File: src/rtl/mem_write_encoder_pkg.sv
`default_nettype none
// ============================================================================
// Module      : mem_write_encoder_pkg
// Description : Shared store/load definitions. Holds the access-size codes,
//               the store FSM state codes and the alignment check, so the
//               load decoder can flag exactly the same errors.
// Revision    : 1.0 - initial release
// ============================================================================
package mem_write_encoder_pkg;

  // Access size as carried on dataSize (3 is reserved and always rejected)
  typedef enum logic [1:0] {
    SIZE_WORD    = 2'd0,
    SIZE_HALF    = 2'd1,
    SIZE_BYTE    = 2'd2,
    SIZE_INVALID = 2'd3
  } size_e;

  // Store sequencer states
  typedef enum logic [2:0] {
    ST_IDLE  = 3'd0,
    ST_READ  = 3'd1,
    ST_WRITE = 3'd2,
    ST_DONE  = 3'd3,
    ST_ERR   = 3'd4
  } state_e;

  // True when an access of this size may start at this byte offset
  function automatic logic access_aligned(input logic [1:0] size,
                                          input logic [1:0] offset);
    logic ok;
    ok = 1'b0;
    case (size)
      SIZE_WORD: ok = (offset == 2'b00);
      SIZE_HALF: ok = (offset[0] == 1'b0);
      SIZE_BYTE: ok = 1'b1;
      default:   ok = 1'b0;
    endcase
    return ok;
  endfunction

endpackage
`default_nettype wire

File: src/rtl/mem_write_encoder_store_lane_merge.sv
`default_nettype none
// ============================================================================
// Module      : store_lane_merge
// Description : Combinational big-endian lane merge. Places the store data
//               into the lanes selected by size/offset and keeps oldWord in
//               the remaining lanes; also reports the lanes written.
//               Lane 3 (mask bit 3) is bits [31:24].
// Revision    : 1.0 - initial release
// ============================================================================
module store_lane_merge
  import mem_write_encoder_pkg::*;
(
  input  logic [31:0] oldWord,
  input  logic [31:0] wrData,
  input  logic [1:0]  offset,
  input  logic [1:0]  dataSize,
  output logic [31:0] merged,
  output logic [3:0]  laneMask
);

  // Overlay the selected lanes onto the old word
  always_comb begin
    merged   = oldWord;
    laneMask = 4'b0000;
    case (dataSize)
      SIZE_WORD: begin
        merged   = wrData;
        laneMask = 4'b1111;
      end
      SIZE_HALF: begin
        if (offset[1]) begin
          merged[15:0] = wrData[15:0];
          laneMask     = 4'b0011;
        end else begin
          merged[31:16] = wrData[15:0];
          laneMask      = 4'b1100;
        end
      end
      SIZE_BYTE: begin
        case (offset)
          2'd0: begin merged[31:24] = wrData[7:0]; laneMask = 4'b1000; end
          2'd1: begin merged[23:16] = wrData[7:0]; laneMask = 4'b0100; end
          2'd2: begin merged[15:8]  = wrData[7:0]; laneMask = 4'b0010; end
          default: begin merged[7:0] = wrData[7:0]; laneMask = 4'b0001; end
        endcase
      end
      default: begin
        merged   = oldWord;
        laneMask = 4'b0000;
      end
    endcase
  end

endmodule
`default_nettype wire

File: src/rtl/mem_write_encoder.sv
`default_nettype none
// ============================================================================
// Module      : mem_write_encoder
// Description : Store path for a word-wide big-endian data memory. Word
//               stores write directly; sub-word stores read-modify-write
//               because the memory has no byte enables. Each memory access
//               is a held req (memRe/memWe) completed by memAck.
//               Build option BYTE_ENABLE_EN: adds memBe, sub-word stores skip
//               the read and write the value replicated across all lanes.
// Revision    : 1.0 - initial release
// ============================================================================
module mem_write_encoder
  import mem_write_encoder_pkg::*;
#(
  parameter int ADDR_WIDTH = 32
) (
  input  logic                  clk,
  input  logic                  rst_n,
  input  logic                  reqValid,
  output logic                  reqReady,
  input  logic [ADDR_WIDTH-1:0] addr,
  input  logic [31:0]           wrData,
  input  logic [1:0]            dataSize,
  output logic                  storeDone,
  output logic                  storeErr,
  output logic [ADDR_WIDTH-1:0] memAddr,
  output logic                  memRe,
  output logic                  memWe,
  output logic [31:0]           memWrData,
`ifdef BYTE_ENABLE_EN
  output logic [3:0]            memBe,
`endif
  input  logic [31:0]           memRdData,
  input  logic                  memAck
);

  state_e                state_q, state_d;
  logic [ADDR_WIDTH-1:0] addr_q, addr_d;
  logic [31:0]           data_q, data_d;
  logic [1:0]            size_q, size_d;
  logic [31:0]           rbuf_q, rbuf_d;

  logic [31:0]           merge_base;
  logic [31:0]           merged;
  logic [3:0]            lane_mask;

`ifdef BYTE_ENABLE_EN
  // Replicate the store value so every lane carries it; memBe picks lanes
  assign merge_base = (size_q == SIZE_HALF) ? {2{data_q[15:0]}} : {4{data_q[7:0]}};
`else
  // Unselected lanes come from the word read back from memory
  assign merge_base = rbuf_q;
`endif

  store_lane_merge u_merge (
    .oldWord  (merge_base),
    .wrData   (data_q),
    .offset   (addr_q[1:0]),
    .dataSize (size_q),
    .merged   (merged),
    .laneMask (lane_mask)
  );

  // Word-aligned address; held constant from the latched request
  assign memAddr   = {addr_q[ADDR_WIDTH-1:2], 2'b00};
  // Data is only driven during the write so it is zero otherwise
  assign memWrData = (state_q == ST_WRITE) ? merged : 32'h0;
`ifdef BYTE_ENABLE_EN
  assign memBe     = (state_q == ST_WRITE) ? lane_mask : 4'h0;
`endif

  // State and request registers; reset abandons any pending access
  always_ff @(posedge clk or negedge rst_n) begin
    if (!rst_n) begin
      state_q <= ST_IDLE;
      addr_q  <= '0;
      data_q  <= '0;
      size_q  <= '0;
      rbuf_q  <= '0;
    end else begin
      state_q <= state_d;
      addr_q  <= addr_d;
      data_q  <= data_d;
      size_q  <= size_d;
      rbuf_q  <= rbuf_d;
    end
  end

  // Next-state logic and Moore outputs of the store sequencer
  always_comb begin
    state_d   = state_q;
    addr_d    = addr_q;
    data_d    = data_q;
    size_d    = size_q;
    rbuf_d    = rbuf_q;
    reqReady  = 1'b0;
    memRe     = 1'b0;
    memWe     = 1'b0;
    storeDone = 1'b0;
    storeErr  = 1'b0;
    case (state_q)
      ST_IDLE: begin
        reqReady = 1'b1;
        if (reqValid) begin
          addr_d = addr;
          data_d = wrData;
          size_d = dataSize;
          if (!access_aligned(dataSize, addr[1:0])) begin
            state_d = ST_ERR;
          end else if (dataSize == SIZE_WORD) begin
            state_d = ST_WRITE;
          end else begin
`ifdef BYTE_ENABLE_EN
            state_d = ST_WRITE;
`else
            state_d = ST_READ;
`endif
          end
        end
      end
      ST_READ: begin
        memRe = 1'b1;
        if (memAck) begin
          rbuf_d  = memRdData;
          state_d = ST_WRITE;
        end
      end
      ST_WRITE: begin
        memWe = 1'b1;
        if (memAck) begin
          state_d = ST_DONE;
        end
      end
      ST_DONE: begin
        storeDone = 1'b1;
        state_d   = ST_IDLE;
      end
      ST_ERR: begin
        storeErr = 1'b1;
        state_d  = ST_IDLE;
      end
      default: state_d = ST_IDLE;
    endcase
  end

endmodule
`default_nettype wire

File: config.mk
export PLATFORM = sky130hd
export DESIGN_NAME = mem_write_encoder
export DESIGN_NICKNAME = d
export VERILOG_FILES = /design/src/rtl/mem_write_encoder_pkg.sv /design/src/rtl/mem_write_encoder_store_lane_merge.sv /design/src/rtl/mem_write_encoder.sv
export SDC_FILE = /design/constraint.sdc
export NUM_CORES = 1
export LEC_CHECK = 0
export ABC_AREA = 1
export BUFFER_PORTS_ARGS = -buffer_cell sky130_fd_sc_hd__buf_2
export CORE_MARGIN = 2
export CORE_UTILIZATION = 48
export DETAILED_ROUTE_END_ITERATION = 8
export HOLD_SLACK_MARGIN = 0.12
export PLACE_DENSITY = 0.77
export REMOVE_ABC_BUFFERS = 1
export SKIP_CTS_REPAIR_TIMING = 1
export SLEW_MARGIN = 25
export SYNTH_ARGS = -nofsm -noshare
export SYNTH_HDL_FRONTEND = slang
export SYNTH_SLANG_ARGS = --single-unit
File: constraint.sdc
create_clock -name clk -period 1.3 [get_ports clk]
set_clock_uncertainty 0.05 [all_clocks]
set_input_delay 0.195 -clock clk [delete_from_list [all_inputs] [get_ports clk]]
set_output_delay 0.195 -clock clk [all_outputs]
set_load 0.05 [all_outputs]
# ---- Word level (Yosys, flattened, before mapping)
# Index checks and enable logic that the tools add are counted.
dict set report word_totals {
  regBits 101
  mem_bits_rw 0
  elab_cells 50
  out_inout_bits 69
  mem_count 0
  mem_bits_ro 0
  latch_bits 0
}
dict set report classes {
  addsub 0
  eq_ne 13
  n_mul 0
  n_div 0
  order_cmp 0
  shifts 0
  muxes 22
  n_reduce_logical 9
  bitwise_logic 1
}
# op count
set op_table {}
lappend op_table {{case mux 32 bit (3 select lines)} 1}
lappend op_table {{2-to-1 mux 16 bit} 2}
lappend op_table {{2-to-1 mux 32 bit} 1}
lappend op_table {{2-to-1 mux 8 bit} 4}
lappend op_table {{2-to-1 mux 3 bit} 4}
lappend op_table {{case mux 3 bit (3 select lines)} 1}
lappend op_table {{logical NOT 2 bit} 4}
lappend op_table {{2-to-1 mux 1 bit} 7}
lappend op_table {{== test 2 x 1 -> 1 bit (second input constant)} 3}
lappend op_table {{== test 2 bit (second input constant)} 3}
lappend op_table {{== test 3 x 2 -> 1 bit (second input constant)} 2}
lappend op_table {{inequality test 2 bit (second input constant)} 3}
lappend op_table {{AND reduction 2 bit} 2}
lappend op_table {{== test 3 x 1 -> 1 bit (second input constant)} 1}
lappend op_table {{== test 3 bit (second input constant)} 1}
lappend op_table {{logical NOT 3 bit} 1}
lappend op_table {{case mux 1 bit (3 select lines)} 1}
lappend op_table {{AND reduction 3 bit} 1}
lappend op_table {{OR reduction 3 bit} 1}
lappend op_table {{2-to-1 mux 2 bit} 1}
lappend op_table {{NOT 1 bit} 1}

# ---- Logic depth before layout (Yosys ltp)
# Gate-level depths: netlist of run 1.
dict set report logic_depth {
  ltp_word 7
  mapped_depth 9
  mapped_depth_nobuf 8
}

# ---- Modules after synthesis
# A second synthesis of run 1 with hierarchy kept.
dict set report hier_totals {
  cells_unflattened 757
  area_unflattened_um2 5836.8
}
# module instances cells_per_inst area_each_um2
set by_module_without_submodules {}
lappend by_module_without_submodules {mem_write_encoder 1 564 4956.0}
lappend by_module_without_submodules {store_lane_merge 1 193 880.8}

# ---- Worst setup path after synthesis of run 1
# No wires, ideal clock.
dict set report synth_path {
  kind {register -> output}
  startpoint {register state_q[2]}
  endpoint {output memWrData[23]}
  path_stages_with_launch 7
  setup_slack_ns -0.773
  t_required_ns 1.055
  arrival_ns 1.828
  cell_sequence {dfrtp_1 nor2_1 nand2_1 inv_1 buf_2 o21ai_0 nor2_1}
}
dict set report synth_via {
  elab_chain_cells 2
}
# item line
set synth_rtl {}
lappend synth_rtl {{start, declared} mem_write_encoder.sv:37} ;# state_e state_q, state_d;
lappend synth_rtl {{start signal, assigned} mem_write_encoder.sv:81} ;# state_q <= state_d;
lappend synth_rtl {{== test 3 x 2 -> 1 bit} mem_write_encoder.sv:67} ;# assign memWrData = (state_q == ST_WRITE) ? merged : 32'h0;
lappend synth_rtl {{2-to-1 mux 32 bit} mem_write_encoder.sv:67}
lappend synth_rtl {{end, declared} mem_write_encoder.sv:29} ;# output logic [31:0] memWrData,
# No other way between the ends.

# ---- Final worst setup path of run 1
dict set report layout_path {
  startpoint {register addr_q[1]}
  endpoint {output memWrData[14]}
}
dict set report layout_via {
  elab_chain_cells 4
}
# item line
set layout_rtl {}
lappend layout_rtl {{start, declared} mem_write_encoder.sv:38} ;# logic [ADDR_WIDTH-1:0] addr_q, addr_d;
lappend layout_rtl {{start signal, assigned} mem_write_encoder.sv:82} ;# addr_q <= addr_d;
lappend layout_rtl {{== test 2 bit} mem_write_encoder_store_lane_merge.sv:40} ;# case (offset)
lappend layout_rtl {{2-to-1 mux 8 bit} mem_write_encoder_store_lane_merge.sv:40}
lappend layout_rtl {{case mux 32 bit (3 select lines) (*)} mem_write_encoder_store_lane_merge.sv:25} ;# case (dataSize)
lappend layout_rtl {{2-to-1 mux 32 bit (*)} mem_write_encoder.sv:67}
# Every way passes the cells marked *; elsewhere a longest branch is shown, timed or not.

==> summary.log, run 1 <==
INFO  status         status=complete, but fails checks
INFO  status         failed_checks=setup timing
INFO  global_route   antenna_found_initial=0
INFO  critical_path  cpPeakStageDelay=0.42ns
INFO  sta            grt_setup_unrepaired=true
INFO  logic_synthesis post_synth.cell_area_avg=6.748um2
INFO  critical_path  cell_with_the_largest_stage_delay_on_the_worst_path=sky130_fd_sc_hd__dfrtp_1
INFO  placed_design  hpwl=13.09mm
INFO  logic_synthesis synth.ff_latch_count=101
INFO  logic_synthesis synth_area_leader_cell=sky130_fd_sc_hd__dfrtp_1
INFO  sta            timing.final.setup_violations=144
INFO  sta            hold_slack=0.09648ns
INFO  final_layout   synthToLayoutAreaGrowth=75.43%
INFO  routing        remaining_drc_errors=0
INFO  logic_synthesis syn_inst_count=911
INFO  critical_path  criticalPathCategory=flip-flop to output port
INFO  logic_synthesis synth_async_sr_flop_share=100.0%
INFO  final_layout   post_route_cells_drive_above_1_share=43.31%
INFO  logic_synthesis dominantRegCellSynth=sky130_fd_sc_hd__dfrtp_1
INFO  logic_synthesis synthDominantCellAreaShare=41.12%
INFO  floorplanning  dieWidth=117.2um
INFO  routing        drt_first_pass_iters=7
INFO  clock_tree     path_clk_slew=0.08ns
INFO  sta            drv_slew=0
INFO  logic_synthesis synthTopCellsByArea=sky130_fd_sc_hd__dfrtp_1, sky130_fd_sc_hd__nand2_1, sky130_fd_sc_hd__nand3_1, sky130_fd_sc_hd__nor2_1, sky130_fd_sc_hd__a21oi_1
INFO  routing        wirelength_met1=9.814mm
INFO  floorplanning  core_region_area=12570um2
INFO  global_route   vias_in_the_first_global_route=6044
INFO  clock_tree     cts.root.buffer_cell=sky130_fd_sc_hd__clkbuf_16
INFO  final_layout   final_util=85.80%
INFO  logic_synthesis seq_area_frac_synth=41.12%
INFO  sta            final.setup.worst_slack=-0.9766ns
INFO  global_route   grt_pass1_wl=29.32mm
INFO  clock_tree     clkSinkCount=101
INFO  routing        post_drt_wl_per_cell=20.80um
INFO  logic_synthesis synth_edf_count=0
INFO  routing        met2WireLength=13.93mm
INFO  routing        finalWirelength=29.08mm
INFO  logic_synthesis post-synth-top-count-cell=sky130_fd_sc_hd__nand2_1
INFO  critical_path  sort_of_element_at_the_start_of_the_critical_path=flip-flop
INFO  clock_tree     tritoncts_buffers=9
INFO  clock_tree     ctsLongestPathBuffers=2
INFO  clock_tree     cts_tree=done
INFO  power          standby_leakage_power=5.408nW
INFO  critical_path  rr_worst_depth=14
INFO  critical_path  timing.critical_path.cells=buf_6 -> buf_12 -> o21ai_0 -> nand2_1 -> nand2_1 -> nor2_1 -> nor2_1 -> buf_6
INFO  logic_synthesis synth-warning-count=0
INFO  routing        routed-via-count=8163
INFO  global_route   largest_net_degree_at_the_start_of_global_routing=40
INFO  worst_hold_path holdCritPathClass=primary input to flip-flop
INFO  sta            timing.final.hold_violations=0
INFO  final_layout   finish.net_count=1323
INFO  critical_path  data_arrival_time_at_the_worst_slack_endpoint=2.03ns
INFO  floorplanning  floorplan.die_area=13730um2
INFO  routing        drt-vias-per-instance=5.839
INFO  routing        top_signal_layer_used=met4
INFO  routing        postRouteAntennaNets=0
INFO  power          p_per_area=2802nW/um2
INFO  final_layout   insertedDiodeCount=0
INFO  run            max-cap-violations=0
INFO  critical_path  crit_start=addr_q[1]$_DFFE_PN0P_
INFO  critical_path  timing.critical_path.required=1.05ns
INFO  clock_tree     insertion_delay=0.36ns
INFO  critical_path  rrSetupSlack=-0.70ns
INFO  sta            timing.final.crit_period=2.277ns
INFO  critical_path  crit-reg2reg-launch=state_q[1]$_DFFE_PN0P_
INFO  power          total_power=30.22mW
INFO  logic_synthesis synth_cell_types=26
INFO  power          peakVddDrop=2176uV
INFO  placed_design  io_buffer_count=168
INFO  critical_path  endpoint=memWrData[14]
INFO  critical_path  worst_flop_to_flop_path_endpoint=data_q[27]$_DFFE_PN0P_
INFO  clock_tree     clock_tree.htree_level_count=3
INFO  critical_path  worstPathMaxFanout=20
INFO  routing        route.met3.wl=3.141mm
INFO  critical_path  critPathCaptureType=output port
INFO  sta            final.period_utilization=175.1%
INFO  logic_synthesis area_of_the_mapped_netlist=6147um2
INFO  floorplanning  rows=41
INFO  global_route   gr-usage-all-layers=27.61%
INFO  sta            fmax=439.2MHz
INFO  logic_synthesis ranking_of_synthesized_cells_by_instance_count=sky130_fd_sc_hd__nand2_1, sky130_fd_sc_hd__nor2_1, sky130_fd_sc_hd__dfrtp_1
INFO  floorplanning  boundaryPins=171
INFO  floorplanning  initial_utilization=48.91%
INFO  placed_design  gp_congestion=0.8533
INFO  global_route   overflow=0
INFO  floorplanning  die_height=117.2um
INFO  routing        initialDrtViolationCount=1075
-- layout by cell type, fill, tap and decap left out, types with 10 or more instances in the layout --
master                          count
sky130_fd_sc_hd__dlygate4sd3_1     96
sky130_fd_sc_hd__buf_12            28
sky130_fd_sc_hd__clkbuf_16         22
sky130_fd_sc_hd__a21oi_1           19
sky130_fd_sc_hd__nor2_1            93
sky130_fd_sc_hd__nand2_2           67
sky130_fd_sc_hd__nand3_2           13
sky130_fd_sc_hd__buf_2            130
sky130_fd_sc_hd__a21oi_2           45
sky130_fd_sc_hd__nand2_1          215
sky130_fd_sc_hd__o21ai_0           35
sky130_fd_sc_hd__inv_1             40
sky130_fd_sc_hd__buf_8             11
sky130_fd_sc_hd__o21ai_1           10
sky130_fd_sc_hd__dfrtp_1           99
sky130_fd_sc_hd__buf_4             46
sky130_fd_sc_hd__buf_6             61
sky130_fd_sc_hd__nor2_2            19
sky130_fd_sc_hd__nand3_1           84
sky130_fd_sc_hd__nor2_4            18
sky130_fd_sc_hd__nand2_4           36
-- how the worst min path moves through the flow --
stage               slack, ns        start  cells after the start                    endpoint
floorplan               -0.15        rst_n                      0       addr_q[0]$_DFFE_PN0P_
global placement         0.07        rst_n                      1      data_q[31]$_DFFE_PN0P_
detailed placement       0.07        rst_n                      1      data_q[31]$_DFFE_PN0P_
CTS                     -0.30        rst_n                      1  merge_base[11]$_DFFE_PN0P_
global route             0.13  dataSize[1]                      3       size_q[1]$_DFFE_PN0P_
finish                    0.1  dataSize[1]                      3       size_q[1]$_DFFE_PN0P_
-- cell families (layout without fill, tap and decap cells) --
kind of cell,after synthesis,after routing,synth area share [%]
AO/OA/AOI/OAI,116,116,9.607
flip-flops,101,101,41.12
other,1,2,0.06100
AND/OR/NAND/NOR,552,552,36.43
buffers and inverters,141,455,12.78
-- registers in the layout, indices dropped and copies added (netlist names) --
register    count
size_q          2
data_q         32
addr_q         32
merge_base     32
state_q         3
-- metal layers --
layer	up-vias	track usage [%]
li1	3460	-
met1	3802	37.42
met2	668	43.83
met3	233	5.664
met4	0	10.35
met5	-	0
-- metrics by stage --
stage	area (um2)	worst slack (ns)	std cells	setup TNS [ns]
after global placement	7532	-0.4433	1255	-28.54
after floorplan	5570	-2.370	825	-220.46
final	10780	-0.9766	1398	-80.00
after detailed placement	7532	-0.4644	1255	-29.52
after global routing	10780	-0.9871	1398	-84.92
after CTS	7888	-0.8742	1271	-46.44
-- report_power, final --
group	internal [mW]	switching, mW
sequential	4.60	1.49
clock	1.96	1.36
combinational	8.16	12.7
total	14.7	15.5
-- worst max-delay path, delay by kind of cell (launching register included) --
kind / cells / cell delay (ns)
buffers and inverters: 3 / 0.50
AOI/OAI and AO/OA: 1 / 0.33
and+or+nand+nor: 4 / 0.41
DFF: 1 / 0.42
-- layout make-up --
cell class / count / area [um2]
clock buffers: 10 / 239.0
clock inverters: 6 / 116.4
fillers: 604 / 1784
repair buffers: 385 / 3695
well taps: 172 / 215.2
multi-input cells: 670 / 3761
inverters: 54 / 227.7
flip-flops and latches: 101 / 2530
(Power assumes the default switching activity.)
==> inputs of run 2 (changes only) <==
--- a/config.mk
+++ b/config.mk
@@ -8,10 +8,9 @@
 export ABC_AREA = 1
 export BUFFER_PORTS_ARGS = -buffer_cell sky130_fd_sc_hd__buf_2
 export CORE_MARGIN = 2
-export CORE_UTILIZATION = 48
+export CORE_UTILIZATION = 34
 export DETAILED_ROUTE_END_ITERATION = 8
 export HOLD_SLACK_MARGIN = 0.12
-export PLACE_DENSITY = 0.77
 export REMOVE_ABC_BUFFERS = 1
 export SKIP_CTS_REPAIR_TIMING = 1
 export SLEW_MARGIN = 25
==> run 2 against run 1 <==
Net effect: the flow still finishes with violations (setup timing); via count is 12% lower; largest cell class unchanged; routed wire length is 16% lower; critical path type unchanged; non-clock buffer count is 13 lower; first-iteration DRC count is 61% lower; die area is 40% higher; combinational power is 6% lower; fmax is 9.5% higher.
==> summary.log, run 2 (synthesis results as in run 1) <==
INFO  status         status=complete, but fails checks [unchanged]
INFO  status         failed_checks=setup timing [unchanged]
INFO  floorplanning  dieWidth=138.5um [was 117.2 um]
INFO  sta            drv_slew=0 [unchanged]
INFO  critical_path  worstPathMaxFanout=16 [was 20]
INFO  power          total_power=28.48mW [was 30.22 mW]
INFO  clock_tree     insertion_delay=0.36ns [about the same]
INFO  final_layout   layout.cell_area.non_filler=10440um2 [was 10780 um2]
INFO  floorplanning  die_height=138.5um [was 117.2 um]
INFO  final_layout   finish.net_count=1312 [was 1323]
INFO  routing        post_drt_wl_per_cell=16.96um [was 20.80 um]
INFO  final_layout   insertedDiodeCount=0 [unchanged]
INFO  global_route   met1_usage=28.85% [was 37.42%]
INFO  routing        postRouteAntennaNets=0 [unchanged]
INFO  clock_tree     clock_tree.htree_level_count=3 [unchanged]
INFO  final_layout   layout_commonest_cell=sky130_fd_sc_hd__nand2_1 [unchanged]
INFO  clock_tree     tritoncts_buffers=9 [unchanged]
INFO  critical_path  criticalPathCategory=flip-flop to output port [unchanged]
INFO  clock_tree     cts.root.buffer_cell=sky130_fd_sc_hd__clkbuf_16 [unchanged]
INFO  power          standby_leakage_power=5.267nW [was 5.408 nW]
INFO  floorplanning  floorplan.die_area=19170um2 [was 13730 um2]
INFO  critical_path  sort_of_element_at_the_start_of_the_critical_path=flip-flop [unchanged]
INFO  worst_hold_path worst_hold_startpoint=memAck [was dataSize[1]]
INFO  power          power.switching_fraction=50.36% [was 51.29%]
INFO  global_route   antenna_found_initial=0 [unchanged]
INFO  worst_hold_path hold-path-endpoint=merge_base[26]$_DFFE_PN0P_ [was size_q[1]$_DFFE_PN0P_]
INFO  global_route   groute.layer.met2.usage=32.83% [was 43.83%]
INFO  global_route   gr-max-usage-layer=met2 [unchanged]
INFO  critical_path  timing.critical_path.required=1.05ns [about the same]
INFO  power          comb_power_share=69.0% [was 68.9%]
INFO  final_layout   layout.cells.most_common_list=sky130_fd_sc_hd__nand2_1, sky130_fd_sc_hd__buf_2, sky130_fd_sc_hd__dfrtp_1 [unchanged]
INFO  placed_design  hpwl=14.37mm [was 13.09 mm]
INFO  placed_design  placed_area=7465um2 [was 7532 um2]
INFO  clock_tree     cts_tree=done [unchanged]
INFO  critical_path  rrSetupSlack=-0.33ns [was -0.70 ns]
INFO  clock_tree     path_clk_slew=0.08ns [about the same]
INFO  routing        routed-via-count=7196 [was 8163]
INFO  routing        drt_first_pass_iters=5 [was 7]
INFO  critical_path  worst_flop_to_flop_path_endpoint=data_q[12]$_DFFE_PN0P_ [was data_q[27]$_DFFE_PN0P_]
INFO  clock_tree     ctsLongestPathBuffers=2 [unchanged]
INFO  floorplanning  boundaryPins=171 [unchanged]
INFO  floorplanning  initial_utilization=34.46% [was 48.91%]
INFO  sta            fmax=481.0MHz [was 439.2 MHz]
INFO  power          p_per_area=2727nW/um2 [was 2802 nW/um2]
INFO  sta            timing.final.crit_period=2.079ns [was 2.277 ns]
INFO  global_route   largest_net_degree_at_the_start_of_global_routing=52 [was 40]
INFO  global_route   gr-usage-all-layers=20.79% [was 27.61%]
INFO  sta            timing.final.setup_violations=142 [was 144]
INFO  routing        finalWirelength=24.49mm [was 29.08 mm]
INFO  floorplanning  core_region_area=17840um2 [was 12570 um2]
INFO  placed_design  gp_congestion=0.8760 [was 0.8533]
INFO  routing        drt-vias-per-instance=4.983 [was 5.839]
INFO  routing        initialDrtViolationCount=417 [was 1075]
INFO  power          power.share.clock=10.2% [was 11.0%]
INFO  final_layout   synthToLayoutAreaGrowth=69.88% [was 75.43%]
INFO  floorplanning  rows=49 [was 41]
INFO  sta            timing.final.hold_violations=0 [unchanged]
INFO  critical_path  critPathCaptureType=output port [unchanged]
INFO  routing        remaining_drc_errors=0 [unchanged]
INFO  power          share_seq_of_total_power=20.8% [was 20.1%]
INFO  critical_path  rr_worst_depth=10 [was 14]
INFO  power          peakVddDrop=1493uV [was 2176 uV]
INFO  placed_design  dpl.cell_count=1298 [was 1255]
INFO  power          power_switching=14.34mW [was 15.50 mW]
INFO  global_route   vias_in_the_first_global_route=6042 [was 6044]
INFO  run            max-cap-violations=0 [unchanged]
INFO  final_layout   post_route_cells_drive_above_1_share=40.08% [was 43.31%]
INFO  global_route   grt_pass1_wl=32.00mm [was 29.32 mm]
INFO  final_layout   fin_cells=1444 [was 1398]
INFO  worst_hold_path hold-path-cell-count=3 [unchanged]
INFO  final_layout   filler_cell_count=1600 [was 604]
INFO  sta            hold_slack=0.1083ns [was 0.09648 ns]
INFO  final_layout   area_of_the_multi_input_gates=3583um2 [was 3761 um2]
INFO  sta            grt_setup_unrepaired=true [unchanged]
INFO  worst_hold_path holdCritPathClass=primary input to flip-flop [unchanged]
INFO  placed_design  io_buffer_count=168 [unchanged]
INFO  final_layout   seqCellArea=2531um2 [was 2530 um2]
INFO  global_route   met3_use_gr=4.711% [was 5.664%]
INFO  critical_path  crit-reg2reg-launch=state_q[0]$_DFFE_PN0P_ [was state_q[1]$_DFFE_PN0P_]
INFO  critical_path  data_arrival_time_at_the_worst_slack_endpoint=1.83ns [was 2.03 ns]
INFO  global_route   overflow=0 [unchanged]
INFO  sta            final.period_utilization=159.9% [was 175.1%]
INFO  clock_tree     clkSinkCount=101 [unchanged]
INFO  sta            final.setup.worst_slack=-0.7790ns [was -0.9766 ns]
INFO  power          power.internal=14.14mW [was 14.72 mW]
[run 2: cell types whose count changed in the layout (fill, tap and decap cells not counted), sizes merged]
cell / previous run / this run
buf: 276 / 263
bufinv: 3 / 1
dlygate4sd3: 96 / 97
clkinv: 1 / 2
nand2: 320 / 322
[run 2: metrics by stage]
stage / setup TNS, ns / setup WS [ns] / utilization [%]
2_1_floorplan: -220.46 / -2.370 / -
3_3_place_gp: -30.89 / -0.4945 / 41.84
3_5_place_dp: -30.40 / -0.4662 / 41.84
4_1_cts: -46.59 / -0.8661 / 43.58
5_1_grt: -52.79 / -0.8402 / 58.53
6_report: -45.56 / -0.7790 / 58.53
[run 2: layout make-up]
class / count / area share, %
sequential: 101 / 24.24
clock buffer: 11 / 2.324
tap: 229 / 2.744
clock inverter: 5 / 0.6470
timing repair buffer: 372 / 33.53
multi-input combinational: 672 / 34.32
inverter: 54 / 2.205
[run 2: worst max-delay path by stage]
stage | startpoint | end | slack, ns | cells after the start
6_report | size_q[0]$_DFFE_PN0P_ | memWrData[18] | -0.78 | 7
2_1_floorplan | state_q[2]$_DFFE_PN0P_ | addr_q[0]$_DFFE_PN0P_ | -2.37 | 5
4_1_cts | addr_q[1]$_DFFE_PN0P_ | memWrData[27] | -0.87 | 7
5_1_grt | size_q[0]$_DFFE_PN0P_ | memWrData[18] | -0.84 | 7
3_3_place_gp | addr_q[1]$_DFFE_PN0P_ | memWrData[27] | -0.49 | 7
3_5_place_dp | addr_q[1]$_DFFE_PN0P_ | memWrData[27] | -0.47 | 7
[run 2: routing by layer]
| layer | up-vias | part of all wire, % |
|---|---|---|
| met4 | 0 | 2.5 |
| met3 | 48 | 6.2 |
| li1 | 3453 | - |
| met5 | - | 0 |
| met1 | 3425 | 43 |
| met2 | 270 | 48 |
[run 2: worst max-delay path, stage by stage (launching register included)]
cell	delay, ns
sky130_fd_sc_hd__dfrtp_2	0.48
sky130_fd_sc_hd__nor2_4	0.23
sky130_fd_sc_hd__buf_12	0.20
sky130_fd_sc_hd__a21oi_1	0.08
sky130_fd_sc_hd__nand2_1	0.07
sky130_fd_sc_hd__nor2_1	0.04
sky130_fd_sc_hd__nor2_1	0.16
sky130_fd_sc_hd__buf_6	0.19
[run 2: power groups by stage]
| stage | logic (mW) | registers [mW] | clock network, mW |
|---|---|---|---|
| floorplan | 7.19 | 7.12 | 0 |
| global route | 21.0 | 6.09 | 3.07 |
| detailed placement | 14.2 | 5.60 | 0 |
| finish | 19.6 | 5.92 | 2.92 |
| global placement | 14.0 | 5.61 | 0 |
| CTS | 14.2 | 5.59 | 2.95 |
==> inputs of run 3 (changes only) <==
--- a/config.mk
+++ b/config.mk
@@ -11,9 +11,11 @@
 export CORE_UTILIZATION = 34
 export DETAILED_ROUTE_END_ITERATION = 8
 export HOLD_SLACK_MARGIN = 0.12
+export PLACE_DENSITY_LB_ADDON = 0.25
 export REMOVE_ABC_BUFFERS = 1
 export SKIP_CTS_REPAIR_TIMING = 1
 export SLEW_MARGIN = 25
 export SYNTH_ARGS = -nofsm -noshare
 export SYNTH_HDL_FRONTEND = slang
 export SYNTH_SLANG_ARGS = --single-unit
+export TNS_END_PERCENT = 30
==> constraint.sdc (replaced) <==
create_clock -name clk -period 1.3 [get_ports clk]
set_clock_uncertainty 0.05 [all_clocks]
set_input_delay 0.13 -clock clk [delete_from_list [all_inputs] [get_ports clk]]
set_output_delay 0.13 -clock clk [all_outputs]
set_load 0.05 [all_outputs]
==> run 3 against run 2 <==
Net effect: hold slack improved by 0.13 ns; first-iteration DRC count decreased by 26%; clock-buffer cell count increased by 1; the flow still finishes with violations (setup timing); register-to-register slack got worse by 0.08 ns; largest power group unchanged; utilization decreased by 3.6 points; critical path depth increased by 2; sequential share of layout area increased by 1.6 points; critical endpoint is now memWrData[24]; non-clock buffer count decreased by 6; worst setup slack improved by 0.091 ns; combinational power decreased by 12%.
==> summary.log, run 3 (synthesis results as in run 1) <==
INFO  critical_path  rrSetupSlack=-0.41ns [was -0.33 ns]
INFO  sta            final.period_utilization=152.9% [was 159.9%]
INFO  final_layout   finish.net_count=1304 [was 1312]
INFO  run            max-cap-violations=0 [unchanged]
INFO  routing        routed-via-count=6869 [was 7196]
INFO  floorplanning  initial_utilization=34.46% [unchanged]
INFO  final_layout   insertedDiodeCount=0 [unchanged]
INFO  critical_path  sort_of_element_at_the_start_of_the_critical_path=flip-flop [unchanged]
INFO  clock_tree     insertion_delay=0.36ns [about the same]
INFO  floorplanning  boundaryPins=171 [unchanged]
INFO  final_layout   layout_commonest_cell=sky130_fd_sc_hd__nand2_1 [unchanged]
INFO  status         failed_checks=setup timing [unchanged]
INFO  floorplanning  dieWidth=138.5um [unchanged]
INFO  sta            timing.final.crit_period=1.988ns [was 2.079 ns]
INFO  global_route   vias_in_the_first_global_route=5836 [was 6042]
INFO  clock_tree     path_clk_slew=0.07ns [was 0.08 ns]
INFO  global_route   overflow=0 [unchanged]
INFO  final_layout   layout.cells.most_common_list=sky130_fd_sc_hd__nand2_1, sky130_fd_sc_hd__buf_2, sky130_fd_sc_hd__nor2_1, sky130_fd_sc_hd__dfrtp_1, sky130_fd_sc_hd__dlygate4sd3_1 [was sky130_fd_sc_hd__nand2_1, sky130_fd_sc_hd__buf_2, sky130_fd_sc_hd__dfrtp_1]
INFO  critical_path  critPathCaptureType=output port [unchanged]
INFO  clock_tree     cts.root.buffer_cell=sky130_fd_sc_hd__clkbuf_16 [unchanged]
INFO  routing        drt_first_pass_iters=5 [unchanged]
INFO  critical_path  timing.critical_path.required=1.12ns [was 1.05 ns]
INFO  routing        initialDrtViolationCount=309 [was 417]
INFO  final_layout   fin_cells=1436 [was 1444]
INFO  sta            drv_slew=0 [unchanged]
INFO  routing        drt-vias-per-instance=4.783 [was 4.983]
INFO  sta            final.setup.worst_slack=-0.6876ns [was -0.7790 ns]
INFO  floorplanning  floorplan.die_area=19170um2 [unchanged]
INFO  placed_design  pre_cts_ws=-0.4800ns [was -0.4662 ns]
INFO  critical_path  data_arrival_time_at_the_worst_slack_endpoint=1.81ns [was 1.83 ns]
INFO  routing        top_signal_layer_used=met4 [unchanged]
INFO  final_layout   layout.cell_area.non_filler=9801um2 [was 10440 um2]
INFO  global_route   grt_pass1_wl=30.83mm [was 32.00 mm]
INFO  routing        route.met3.wl=1.176mm [was 1.517 mm]
INFO  sta            timing.final.setup_violations=138 [was 142]
INFO  routing        postRouteAntennaNets=0 [unchanged]
INFO  final_layout   area_of_the_multi_input_gates=3167um2 [was 3583 um2]
INFO  status         status=complete, but fails checks [unchanged]
INFO  sta            grt_setup_unrepaired=true [unchanged]
INFO  placed_design  placed_area=7548um2 [was 7465 um2]
INFO  placed_design  io_buffer_count=168 [unchanged]
INFO  routing        finalWirelength=22.54mm [was 24.49 mm]
INFO  sta            timing.final.hold_violations=0 [unchanged]
INFO  routing        post_drt_wl_per_cell=15.70um [was 16.96 um]
INFO  clock_tree     tritoncts_buffers=9 [unchanged]
INFO  power          standby_leakage_power=5.048nW [was 5.267 nW]
INFO  floorplanning  core_region_area=17840um2 [unchanged]
INFO  final_layout   synthToLayoutAreaGrowth=59.43% [was 69.88%]
INFO  floorplanning  rows=49 [unchanged]
INFO  placed_design  dpl.cell_count=1301 [was 1298]
INFO  global_route   gr-usage-all-layers=20.23% [was 20.79%]
INFO  final_layout   filler_cell_count=1657 [was 1600]
INFO  clock_tree     cts_tree=done [unchanged]
INFO  floorplanning  die_height=138.5um [unchanged]
INFO  final_layout   post_route_cells_drive_above_1_share=31.73% [was 40.08%]
INFO  sta            totalNegativeSetupSlack=-50.27ns [was -45.56 ns]
INFO  routing        met2WireLength=11.28mm [was 11.79 mm]
INFO  critical_path  worstPathMaxFanout=6 [was 16]
INFO  sta            fmax=503.1MHz [was 481.0 MHz]
INFO  power          peakVddDrop=1698uV [was 1493 uV]
INFO  placed_design  gp_congestion=0.8467 [was 0.8760]
INFO  clock_tree     ctsLongestPathBuffers=2 [unchanged]
INFO  routing        remaining_drc_errors=0 [unchanged]
INFO  power          p_per_area=2628nW/um2 [was 2727 nW/um2]
INFO  worst_hold_path holdCritPathClass=primary input to flip-flop [unchanged]
INFO  clock_tree     clock_tree.htree_level_count=3 [unchanged]
INFO  critical_path  criticalPathCategory=flip-flop to output port [unchanged]
INFO  power          total_power=25.75mW [was 28.48 mW]
INFO  placed_design  hpwl=14.21mm [was 14.37 mm]
INFO  global_route   antenna_found_initial=0 [unchanged]
INFO  final_layout   final_util=54.93% [was 58.53%]
INFO  sta            hold_slack=0.2421ns [was 0.1083 ns]
INFO  final_layout   seqCellArea=2530um2 [was 2531 um2]
INFO  global_route   largest_net_degree_at_the_start_of_global_routing=52 [unchanged]
INFO  clock_tree     clkSinkCount=101 [unchanged]
INFO  routing        wirelength_met1=9.819mm [was 10.57 mm]
run 3: cell types whose count changed in the layout (fill, tap and decap cells not counted), moves of 5 or more:
cell,delta
sky130_fd_sc_hd__nand2_2,-43
sky130_fd_sc_hd__a21oi_1,+5
sky130_fd_sc_hd__nand2_4,-24
sky130_fd_sc_hd__nand2_1,+66
sky130_fd_sc_hd__clkbuf_16,-5
sky130_fd_sc_hd__nor2_1,+14
sky130_fd_sc_hd__buf_4,+11
sky130_fd_sc_hd__buf_6,-10
sky130_fd_sc_hd__o21ai_0,+7
sky130_fd_sc_hd__nor2_2,-14
sky130_fd_sc_hd__buf_12,-6
sky130_fd_sc_hd__o21ai_2,-9
run 3: final timing paths:
kind / from / end / cells past startpoint
setup reg to reg: state_q[1]$_DFFE_PN0P_ / data_q[0]$_DFFE_PN0P_ / 11
hold / removal: reqValid / data_q[24]$_DFFE_PN0P_ / 4
setup / recovery: addr_q[1]$_DFFE_PN0P_ / memWrData[24] / 9
min in group asynchronous: rst_n / merge_base[31]$_DFFE_PN0P_ / 3
max in group asynchronous: rst_n / merge_base[4]$_DFFE_PN0P_ / 3
hold reg to reg: addr_q[18]$_DFFE_PN0P_ / addr_q[18]$_DFFE_PN0P_ / 2
run 3: power by group:
part	total, mW	switching [mW]	leakage [nW]	internal (mW)
logic	17.2	10.5	3.69	6.61
registers	5.69	1.09	1.21	4.60
clock network	2.91	1.30	0.149	1.61
total	25.8	12.9	5.05	12.8
run 3: cell type report:
type | count | area share, %
Clock inverter | 4 | 0.5617
Tap cell | 229 | 2.924
Inverter | 54 | 2.323
Clock buffer | 12 | 2.617
Multi-Input combinational cell | 670 | 32.31
Timing Repair Buffer | 366 | 33.45
Sequential cell | 101 | 25.81
run 3: critical path, cell delays in order (launching register included):
cell	delay [ns]
sky130_fd_sc_hd__dfrtp_1	0.41
sky130_fd_sc_hd__buf_4	0.18
sky130_fd_sc_hd__inv_4	0.05
sky130_fd_sc_hd__nand2_1	0.07
sky130_fd_sc_hd__buf_4	0.17
sky130_fd_sc_hd__nor2_1	0.05
sky130_fd_sc_hd__nor2_1	0.11
sky130_fd_sc_hd__nor2_1	0.05
sky130_fd_sc_hd__nor2_1	0.16
sky130_fd_sc_hd__buf_6	0.19
run 3: per-layer routing:
metal | global-route usage [%] | vias up
met5 | 0 | -
met4 | 5.800 | 0
met3 | 4.330 | 21
met2 | 33.48 | 199
met1 | 26.82 | 3231
li1 | - | 3418
